--- config.mk ---
export PLATFORM = sky130hd
export DESIGN_NAME = fsm_table_sequencer_flat
export DESIGN_NICKNAME = d
export VERILOG_FILES = /design/src/rtl/fsm_table_sequencer_pkg.sv /design/src/rtl/fsm_table_sequencer_if.sv /design/src/rtl/fsm_table_sequencer_sym_fifo.sv /design/src/rtl/fsm_table_sequencer.sv /design/src/flat_wrapper.sv
export SDC_FILE = /design/constraint.sdc
export NUM_CORES = 1
export LEC_CHECK = 0
export ABC_CLOCK_PERIOD_IN_PS = 3200
export BUFFER_PORTS_ARGS = -buffer_cell sky130_fd_sc_hd__buf_2
export CAP_MARGIN = 20
export CORE_ASPECT_RATIO = 1.4
export CORE_MARGIN = 3
export CORE_UTILIZATION = 49
export DETAILED_ROUTE_END_ITERATION = 12
export HOLD_SLACK_MARGIN = 0.1
export PLACE_DENSITY = 0.74
export SKIP_CTS_REPAIR_TIMING = 1
export SLEW_MARGIN = 0
export SYNTH_ARGS = -nofsm -noshare
export SYNTH_HDL_FRONTEND = slang
export SYNTH_HIERARCHICAL = 1
export SYNTH_SLANG_ARGS = --single-unit
--- constraint.sdc ---
create_clock -name clk -period 3.2 [get_ports clk]
set_input_delay 0.8 -clock clk [delete_from_list [all_inputs] [get_ports clk]]
set_output_delay 0.8 -clock clk [all_outputs]
set_load 0.01 [all_outputs]
--- src/rtl/fsm_table_sequencer_pkg.sv ---
// Shared widths, table entry field positions and controller mode encoding
// for the table-driven sequencer.
package fsm_table_sequencer_pkg;

    localparam int SYM_W      = 2;
    localparam int ST_W       = 3;
    localparam int OUT_W      = 3;
    localparam int ADDR_W     = SYM_W + ST_W;
    localparam int ENTRY_W    = ST_W + OUT_W;
    localparam int TBL_DEPTH  = 1 << ADDR_W;
    localparam int FIFO_DEPTH = 16;
    localparam int LVL_W      = $clog2(FIFO_DEPTH) + 1;

    localparam int NEXT_HI = 5;
    localparam int NEXT_LO = 3;
    localparam int OUT_HI  = 2;
    localparam int OUT_LO  = 0;

    typedef enum logic {
        MODE_IDLE = 1'b0,
        MODE_RUN  = 1'b1
    } mode_e;

    // Table address: symbol selects the row group, state the row within it.
    function automatic logic [ADDR_W-1:0] tbl_addr(input logic [SYM_W-1:0] sym,
                                                    input logic [ST_W-1:0]  st);
        return {sym, st};
    endfunction

endpackage

--- src/rtl/fsm_table_sequencer_if.sv ---
// Control, configuration, symbol stream and status bundle of the sequencer.
interface fsm_table_sequencer_if;
    import fsm_table_sequencer_pkg::*;

    logic                 cfg_we;
    logic [ADDR_W-1:0]    cfg_addr;
    logic [ENTRY_W-1:0]   cfg_data;
    logic                 start;
    logic                 stop;
    logic                 clear;
    logic [SYM_W-1:0]     sym_in;
    logic                 sym_valid;
    logic                 sym_ready;
    logic [OUT_W-1:0]     out_data;
    logic                 out_valid;
    logic [ST_W-1:0]      cur_state;
    logic                 running;
    logic [LVL_W-1:0]     fifo_level;
    logic                 overflow;
    logic                 cfg_err;

    modport slave (
        input  cfg_we, cfg_addr, cfg_data, start, stop, clear, sym_in, sym_valid,
        output sym_ready, out_data, out_valid, cur_state, running, fifo_level,
               overflow, cfg_err
    );

    modport master (
        output cfg_we, cfg_addr, cfg_data, start, stop, clear, sym_in, sym_valid,
        input  sym_ready, out_data, out_valid, cur_state, running, fifo_level,
               overflow, cfg_err
    );

endinterface

--- src/rtl/fsm_table_sequencer_sym_fifo.sv ---
// Symbol FIFO with exact occupancy count and a sticky overflow flag.
// Full is judged on the pre-edge level, so a push while full is always dropped.
module sym_fifo #(
    parameter int  DEPTH = 16,
    parameter int  WIDTH = 2,
    localparam int PTR_W = $clog2(DEPTH),
    localparam int LVL_W = PTR_W + 1
) (
    input  logic             clk,
    input  logic             reset,
    input  logic             push_i,
    input  logic             pop_i,
    input  logic [WIDTH-1:0] din_i,
    output logic [WIDTH-1:0] dout_o,
    output logic             full_o,
    output logic             empty_o,
    output logic [LVL_W-1:0] level_o,
    output logic             overflow_o
);

    logic [WIDTH-1:0] mem_q [DEPTH];
    logic [PTR_W-1:0] wr_ptr_q;
    logic [PTR_W-1:0] rd_ptr_q;
    logic [LVL_W-1:0] level_q;
    logic             overflow_q;
    logic             full_s;
    logic             empty_s;
    logic             push_ok_s;
    logic             pop_ok_s;

    assign full_s    = (level_q == LVL_W'(DEPTH));
    assign empty_s   = (level_q == {LVL_W{1'b0}});
    assign push_ok_s = push_i && !full_s;
    assign pop_ok_s  = pop_i && !empty_s;

    // Pointer, level and sticky overflow state; pointers wrap naturally.
    always_ff @(posedge clk or posedge reset) begin
        if (reset) begin
            wr_ptr_q   <= {PTR_W{1'b0}};
            rd_ptr_q   <= {PTR_W{1'b0}};
            level_q    <= {LVL_W{1'b0}};
            overflow_q <= 1'b0;
        end else begin
            if (push_ok_s) begin
                wr_ptr_q <= wr_ptr_q + PTR_W'(1);
            end
            if (pop_ok_s) begin
                rd_ptr_q <= rd_ptr_q + PTR_W'(1);
            end
            case ({push_ok_s, pop_ok_s})
                2'b10:   level_q <= level_q + LVL_W'(1);
                2'b01:   level_q <= level_q - LVL_W'(1);
                default: level_q <= level_q;
            endcase
            if (push_i && full_s) begin
                overflow_q <= 1'b1;
            end
        end
    end

    // Storage array, deliberately not reset.
    always_ff @(posedge clk) begin
        if (push_ok_s) begin
            mem_q[wr_ptr_q] <= din_i;
        end
    end

    assign dout_o     = mem_q[rd_ptr_q];
    assign full_o     = full_s;
    assign empty_o    = empty_s;
    assign level_o    = level_q;
    assign overflow_o = overflow_q;

endmodule

--- src/rtl/fsm_table_sequencer.sv ---
// Run controller for a table-driven 8-state machine: owns the transition
// table and symbol FIFO, steps one transition per queued symbol while in RUN.
module fsm_table_sequencer
    import fsm_table_sequencer_pkg::*;
#(
    parameter int              DEPTH       = FIFO_DEPTH,
    parameter logic [ST_W-1:0] RESET_STATE = 3'd0
) (
    input  logic                    clk,
    input  logic                    reset,
    fsm_table_sequencer_if.slave    seq_if
);

    mode_e              mode_q;
    mode_e              mode_d;
    logic [ST_W-1:0]    cur_state_q;
    logic [ST_W-1:0]    cur_state_d;
    logic [OUT_W-1:0]   out_data_q;
    logic [OUT_W-1:0]   out_data_d;
    logic               out_valid_q;
    logic               out_valid_d;
    logic               cfg_err_q;
    logic               cfg_err_d;
    logic [ENTRY_W-1:0] table_q [TBL_DEPTH];

    logic [SYM_W-1:0]   fifo_dout_s;
    logic               fifo_full_s;
    logic               fifo_empty_s;
    logic [LVL_W-1:0]   fifo_level_s;
    logic               fifo_overflow_s;
    logic               step_s;
    logic               tbl_we_s;
    logic [ENTRY_W-1:0] entry_s;

    // stop has priority over a step so the cycle that requests IDLE never consumes a symbol.
    assign step_s   = (mode_q == MODE_RUN) && !fifo_empty_s && !seq_if.stop;
    assign tbl_we_s = seq_if.cfg_we && (mode_q == MODE_IDLE);
    assign entry_s  = table_q[tbl_addr(fifo_dout_s, cur_state_q)];

    sym_fifo #(
        .DEPTH (DEPTH),
        .WIDTH (SYM_W)
    ) u_sym_fifo (
        .clk        (clk),
        .reset      (reset),
        .push_i     (seq_if.sym_valid),
        .pop_i      (step_s),
        .din_i      (seq_if.sym_in),
        .dout_o     (fifo_dout_s),
        .full_o     (fifo_full_s),
        .empty_o    (fifo_empty_s),
        .level_o    (fifo_level_s),
        .overflow_o (fifo_overflow_s)
    );

    // Transition table storage, contents survive reset.
    always_ff @(posedge clk) begin
        if (tbl_we_s) begin
            table_q[seq_if.cfg_addr] <= seq_if.cfg_data;
        end
    end

    // Controller mode and step/status registers.
    always_ff @(posedge clk or posedge reset) begin
        if (reset) begin
            mode_q      <= MODE_IDLE;
            cur_state_q <= RESET_STATE;
            out_data_q  <= {OUT_W{1'b0}};
            out_valid_q <= 1'b0;
            cfg_err_q   <= 1'b0;
        end else begin
            mode_q      <= mode_d;
            cur_state_q <= cur_state_d;
            out_data_q  <= out_data_d;
            out_valid_q <= out_valid_d;
            cfg_err_q   <= cfg_err_d;
        end
    end

    // Mode next-state logic.
    always_comb begin
        mode_d = mode_q;
        case (mode_q)
            MODE_IDLE: begin
                if (seq_if.stop) begin
                    mode_d = MODE_IDLE;
                end else if (seq_if.start) begin
                    mode_d = MODE_RUN;
                end else begin
                    mode_d = MODE_IDLE;
                end
            end
            MODE_RUN: begin
                if (seq_if.stop) begin
                    mode_d = MODE_IDLE;
                end else begin
                    mode_d = MODE_RUN;
                end
            end
            default: mode_d = MODE_IDLE;
        endcase
    end

    // Machine step, clear and sticky config-error logic.
    always_comb begin
        cur_state_d = cur_state_q;
        out_data_d  = out_data_q;
        out_valid_d = 1'b0;
        cfg_err_d   = cfg_err_q;
        if (step_s) begin
            cur_state_d = entry_s[NEXT_HI:NEXT_LO];
            out_data_d  = entry_s[OUT_HI:OUT_LO];
            out_valid_d = 1'b1;
        end else if ((mode_q == MODE_IDLE) && seq_if.clear) begin
            cur_state_d = RESET_STATE;
        end else begin
            cur_state_d = cur_state_q;
        end
        if (seq_if.cfg_we && (mode_q == MODE_RUN)) begin
            cfg_err_d = 1'b1;
        end else begin
            cfg_err_d = cfg_err_q;
        end
    end

    assign seq_if.sym_ready  = !fifo_full_s;
    assign seq_if.out_data   = out_data_q;
    assign seq_if.out_valid  = out_valid_q;
    assign seq_if.cur_state  = cur_state_q;
    assign seq_if.running    = (mode_q == MODE_RUN);
    assign seq_if.fifo_level = fifo_level_s;
    assign seq_if.overflow   = fifo_overflow_s;
    assign seq_if.cfg_err    = cfg_err_q;

endmodule

--- src/flat_wrapper.sv ---
// flat-port wrapper written by rule: the top's interface ports become plain ports
module fsm_table_sequencer_flat import fsm_table_sequencer_pkg::*;
#(
    parameter int              DEPTH       = FIFO_DEPTH,
    parameter logic [ST_W-1:0] RESET_STATE = 3'd0
)
  (clk, reset, seq_if_cfg_we, seq_if_cfg_addr, seq_if_cfg_data, seq_if_start, seq_if_stop, seq_if_clear, seq_if_sym_in, seq_if_sym_valid, seq_if_sym_ready, seq_if_out_data, seq_if_out_valid, seq_if_cur_state, seq_if_running, seq_if_fifo_level, seq_if_overflow, seq_if_cfg_err);
  fsm_table_sequencer_if seq_if_i ();
  input  logic clk;
  input  logic reset;
  input wire logic [$bits(seq_if_i.cfg_we)-1:0] seq_if_cfg_we;
  input wire logic [$bits(seq_if_i.cfg_addr)-1:0] seq_if_cfg_addr;
  input wire logic [$bits(seq_if_i.cfg_data)-1:0] seq_if_cfg_data;
  input wire logic [$bits(seq_if_i.start)-1:0] seq_if_start;
  input wire logic [$bits(seq_if_i.stop)-1:0] seq_if_stop;
  input wire logic [$bits(seq_if_i.clear)-1:0] seq_if_clear;
  input wire logic [$bits(seq_if_i.sym_in)-1:0] seq_if_sym_in;
  input wire logic [$bits(seq_if_i.sym_valid)-1:0] seq_if_sym_valid;
  output wire logic [$bits(seq_if_i.sym_ready)-1:0] seq_if_sym_ready;
  output wire logic [$bits(seq_if_i.out_data)-1:0] seq_if_out_data;
  output wire logic [$bits(seq_if_i.out_valid)-1:0] seq_if_out_valid;
  output wire logic [$bits(seq_if_i.cur_state)-1:0] seq_if_cur_state;
  output wire logic [$bits(seq_if_i.running)-1:0] seq_if_running;
  output wire logic [$bits(seq_if_i.fifo_level)-1:0] seq_if_fifo_level;
  output wire logic [$bits(seq_if_i.overflow)-1:0] seq_if_overflow;
  output wire logic [$bits(seq_if_i.cfg_err)-1:0] seq_if_cfg_err;
  assign seq_if_i.cfg_we = seq_if_cfg_we;
  assign seq_if_i.cfg_addr = seq_if_cfg_addr;
  assign seq_if_i.cfg_data = seq_if_cfg_data;
  assign seq_if_i.start = seq_if_start;
  assign seq_if_i.stop = seq_if_stop;
  assign seq_if_i.clear = seq_if_clear;
  assign seq_if_i.sym_in = seq_if_sym_in;
  assign seq_if_i.sym_valid = seq_if_sym_valid;
  assign seq_if_sym_ready = seq_if_i.sym_ready;
  assign seq_if_out_data = seq_if_i.out_data;
  assign seq_if_out_valid = seq_if_i.out_valid;
  assign seq_if_cur_state = seq_if_i.cur_state;
  assign seq_if_running = seq_if_i.running;
  assign seq_if_fifo_level = seq_if_i.fifo_level;
  assign seq_if_overflow = seq_if_i.overflow;
  assign seq_if_cfg_err = seq_if_i.cfg_err;
  fsm_table_sequencer #(.DEPTH(DEPTH), .RESET_STATE(RESET_STATE)) u_core (.clk(clk), .reset(reset), .seq_if(seq_if_i));
endmodule
==> impl_results.md <==
* Antenna violations before repair at 2
* Status: complete, no violations
* Nets at 676
* Top_reg_cell synth: edfxtp_1
* Vias at 5441
* Clk root buf: clkbuf_16
* Final Cycle Share at 0.937
* Port-buffer cells at 35
* Top cells by area, synth: edfxtp_1, mux2i_1, dfrtp_1
* HPWL Detailed at 13600 um
* GR Util met3 at 0.0317
* Placed insts at 877
* Buffers plus inverters on the worst setup path at 2
* Crit-path most repeated cell: inv_1
* PwrDens at 816 nW/um2
* Initial Util at 0.499
* Slew Limit Fails at 0
* Slowest-stage cell, CP: dfrtp_1
* Slew headroom at 0.373
* Total power draw at 9.25 mW
* Peak VDD IR at 0.633 mV
* H-Tree Depth at 1
* FP Rows at 62
* Worst EP arrival at 3.37 ns
* Clock latency on the worst-skew pair at 0.50 ns
* Core area at 20600 um2
* Vias in the first global route at 5738
* Most common cell in the synthesized netlist: edfxtp_1
* Critical path endpoint category: flop
* Layout Cells excl Fill at 918
* Overall routed net length at 20600 um
* P_leak at 3.81 nW
* TritonCTS Buffers at 23
* Post-route cell area at 11300 um2
* Synth top area share at 0.656
* Fillers at 1550
* Synth cell count leaders: edfxtp_1, mux2i_1, nor2_1
* Hold Crit Class: in -> async
* Top Usage Layer GRT: met2
* Synthesized area at 10300 um2
* #FFs+latches synth at 247
* Clock-pin slew of the registers on the worst-case setup and hold paths at 0.06 ns
* Avg Cell Area, Syn at 16.9 um2
* Async set or reset register ratio after synthesis at 0.0931
* Yosys cell types at 47
* Syn Inst Count at 606
* Hold Vio Cnt, Final at 0
* Largest net degree at the start of global routing at 37
* Die area at 22700 um2
* Post-Place Cell Area at 10600 um2
* Vias per cell at 5.93
* Cell taking the most area after synthesis: edfxtp_1
* Crit-path cells: nor4_2 -> and2b_2 -> or3_1 -> inv_1 -> nor2b_2 -> ha_2 -> inv_1 -> fa_1 -> nor2b_1 -> o21ai_0 -> nand3_1 -> or3b_1 -> xnor2_1
* Post-synth EDFFs at 224
* Max-Cap Viols at 0
* RSZ-0062 raised after global routing: false
* First-pass GRT wire length at 31800 um
* Yosys warning count at 6
* WS Path Type: reg -> reg
* Setup-failing EPs final at 0
* Worst-path maximum fanout at 4
* Drt pass-1 iters at 6
* Final Critical Period at 3.00 ns
* Routing usage on met1 at 0.222
* WP data required at 3.57 ns
* I/O pins at 36
* Worst path max stage delay at 0.42 ns
* Worst-margin pin slew at 0.937 ns
* GR met2 Demand/Resource at 0.333
* CTS tree: yes
* GRT Resource Usage Total at 0.183
* Total grt overflow at 0
* Skew final at 0.0157 ns
* Top Family by Delay on Critical Path: simple AND/OR/NAND/NOR gates
* Residual DRC count at 0
* Clock buffer depth at 3
* Chip height at 177 um
* Antenna viol nets, final at 0
* Wirelength per Cell at 22.5 um
* Sequential-to-total area share from yosys stat at 0.712
* Clock sink total at 247
* Worst Setup Start Kind: flop
* Fmax at 0.333 GHz
* GPL Wtd Cong at 0.825
* Layout cells sized above 1 at 0.180
* Syn Nets at 636
* P&R area growth vs syn at 10.5%
* Die X at 128 um
* 1st-iter DRT viols at 549
## worst register-to-register path, cell delays in order (launching register included)
cell	delay (ns)
dfrtp_1	0.42
nor4_2	0.09
and2b_2	0.21
or3_1	0.37
inv_1	0.10
nor2b_2	0.16
ha_2	0.22
inv_1	0.09
fa_1	0.40
nor2b_1	0.15
o21ai_0	0.11
nand3_1	0.09
or3b_1	0.36
xnor2_1	0.13
## registers in the layout, summed over array words and instances (netlist names), 3 cells and up
name and cells:
u_core/table_q 192, u_core/u_sym_fifo/mem_q 32, u_core/u_sym_fifo/level_o 5, u_core/u_sym_fifo/rd_ptr_q 4, u_core/u_sym_fifo/wr_ptr_q 4, u_core/seq_if.cur_state 3, u_core/seq_if.out_data 3
## metal layers
metal / vias up / share of wire / wire length, um
li1: 2439 / - / -
met1: 2760 / 0.38 / 7750
met2: 205 / 0.54 / 11200
met3: 35 / 0.061 / 1260
met4: 2 / 0.022 / 459
met5: - / 0.00019 / 4
## final timing paths
path	from	end	slack, ns	cells past startpoint
min in group clk	u_core/seq_if.cfg_err	u_core/seq_if.cfg_err	0.47	1
max	u_core/u_sym_fifo/level_o[3]	u_core/u_sym_fifo/level_o[4]	0.20	13
min reg2reg	u_core/seq_if.cfg_err	u_core/seq_if.cfg_err	0.47	1
max in group asynchronous	reset	u_core/u_sym_fifo/level_o[0]	2.44	2
min	reset	u_core/seq_if.out_data[1]	0.30	2
max reg2reg	u_core/u_sym_fifo/level_o[3]	u_core/u_sym_fifo/level_o[4]	0.20	13
## kinds of logic (layout without fill, tap and decap cells)
kind of cell	Yosys count	after routing	synth area share
buffers and inverters	44	99	0.0277
xor gates and xnor gates	10	10	0.00854
muxes	101	101	0.124
DFF	247	247	0.712
AOI/OAI and AO/OA	83	83	0.0632
and+or+nand+nor	111	111	0.0520
other	0	1	0
adders and majority gates	10	10	0.0129
## power by group
| part | leakage, nW | total [mW] | internal, mW | switching [mW] |
|---|---|---|---|---|
| clock network | 0.356 | 2.59 | 1.53 | 1.06 |
| registers | 2.29 | 4.06 | 3.71 | 0.353 |
| logic | 1.17 | 2.60 | 1.15 | 1.44 |
| total | 3.81 | 9.25 | 6.39 | 2.86 |
## cells in the final DEF, fill, tap and decap left out, types with 3 or more instances in the layout
cell         n
a221oi_1     5
edfxtp_1   224
xnor2_1      7
mux2_4       4
buf_4       11
ha_1         8
clkbuf_1     6
or3b_2       3
a22o_1       9
mux4_1       8
mux2i_1     75
nor2b_1      7
o41ai_2      6
dfrtp_1     21
buf_2       35
nor2_1      51
a221oi_2     4
nand2b_1     5
clkbuf_16   23
nor3_1       4
a211oi_1     3
nand2_1     22
xor2_1       3
nand4_1      3
nand3b_1     3
o22ai_1      5
a21oi_1     20
o21ai_0      8
clkinv_2     5
or3_1        3
inv_1       13
mux4_2       8
mux2_2       6
a22oi_1     20
## metrics by stage
stage               hold slack [ns]  TNS, ns  setup slack, ns   util
finish                        0.301        0            0.201  0.551
global route                  0.313        0           0.0104  0.551
CTS                           0.297        0            0.165  0.551
detailed placement            0.444  -0.0388          -0.0388  0.516
global placement              0.432        0           0.0600  0.516
floorplan                     0.493        0           0.0179      -
## cell type report
type / instances / area (um2) / share of cell area
multi-input combinational: 315 / 2680 / 0.236
sequential: 247 / 7310 / 0.645
tap: 256 / 320 / 0.0283
clock buffer: 31 / 626 / 0.0552
timing repair buffer: 46 / 258 / 0.0227
antenna: 1 / 2.50 / 0.000221
clock inverter: 9 / 92.6 / 0.00817
inverter: 13 / 48.8 / 0.00431
Power figures use the tool's default switching activity.
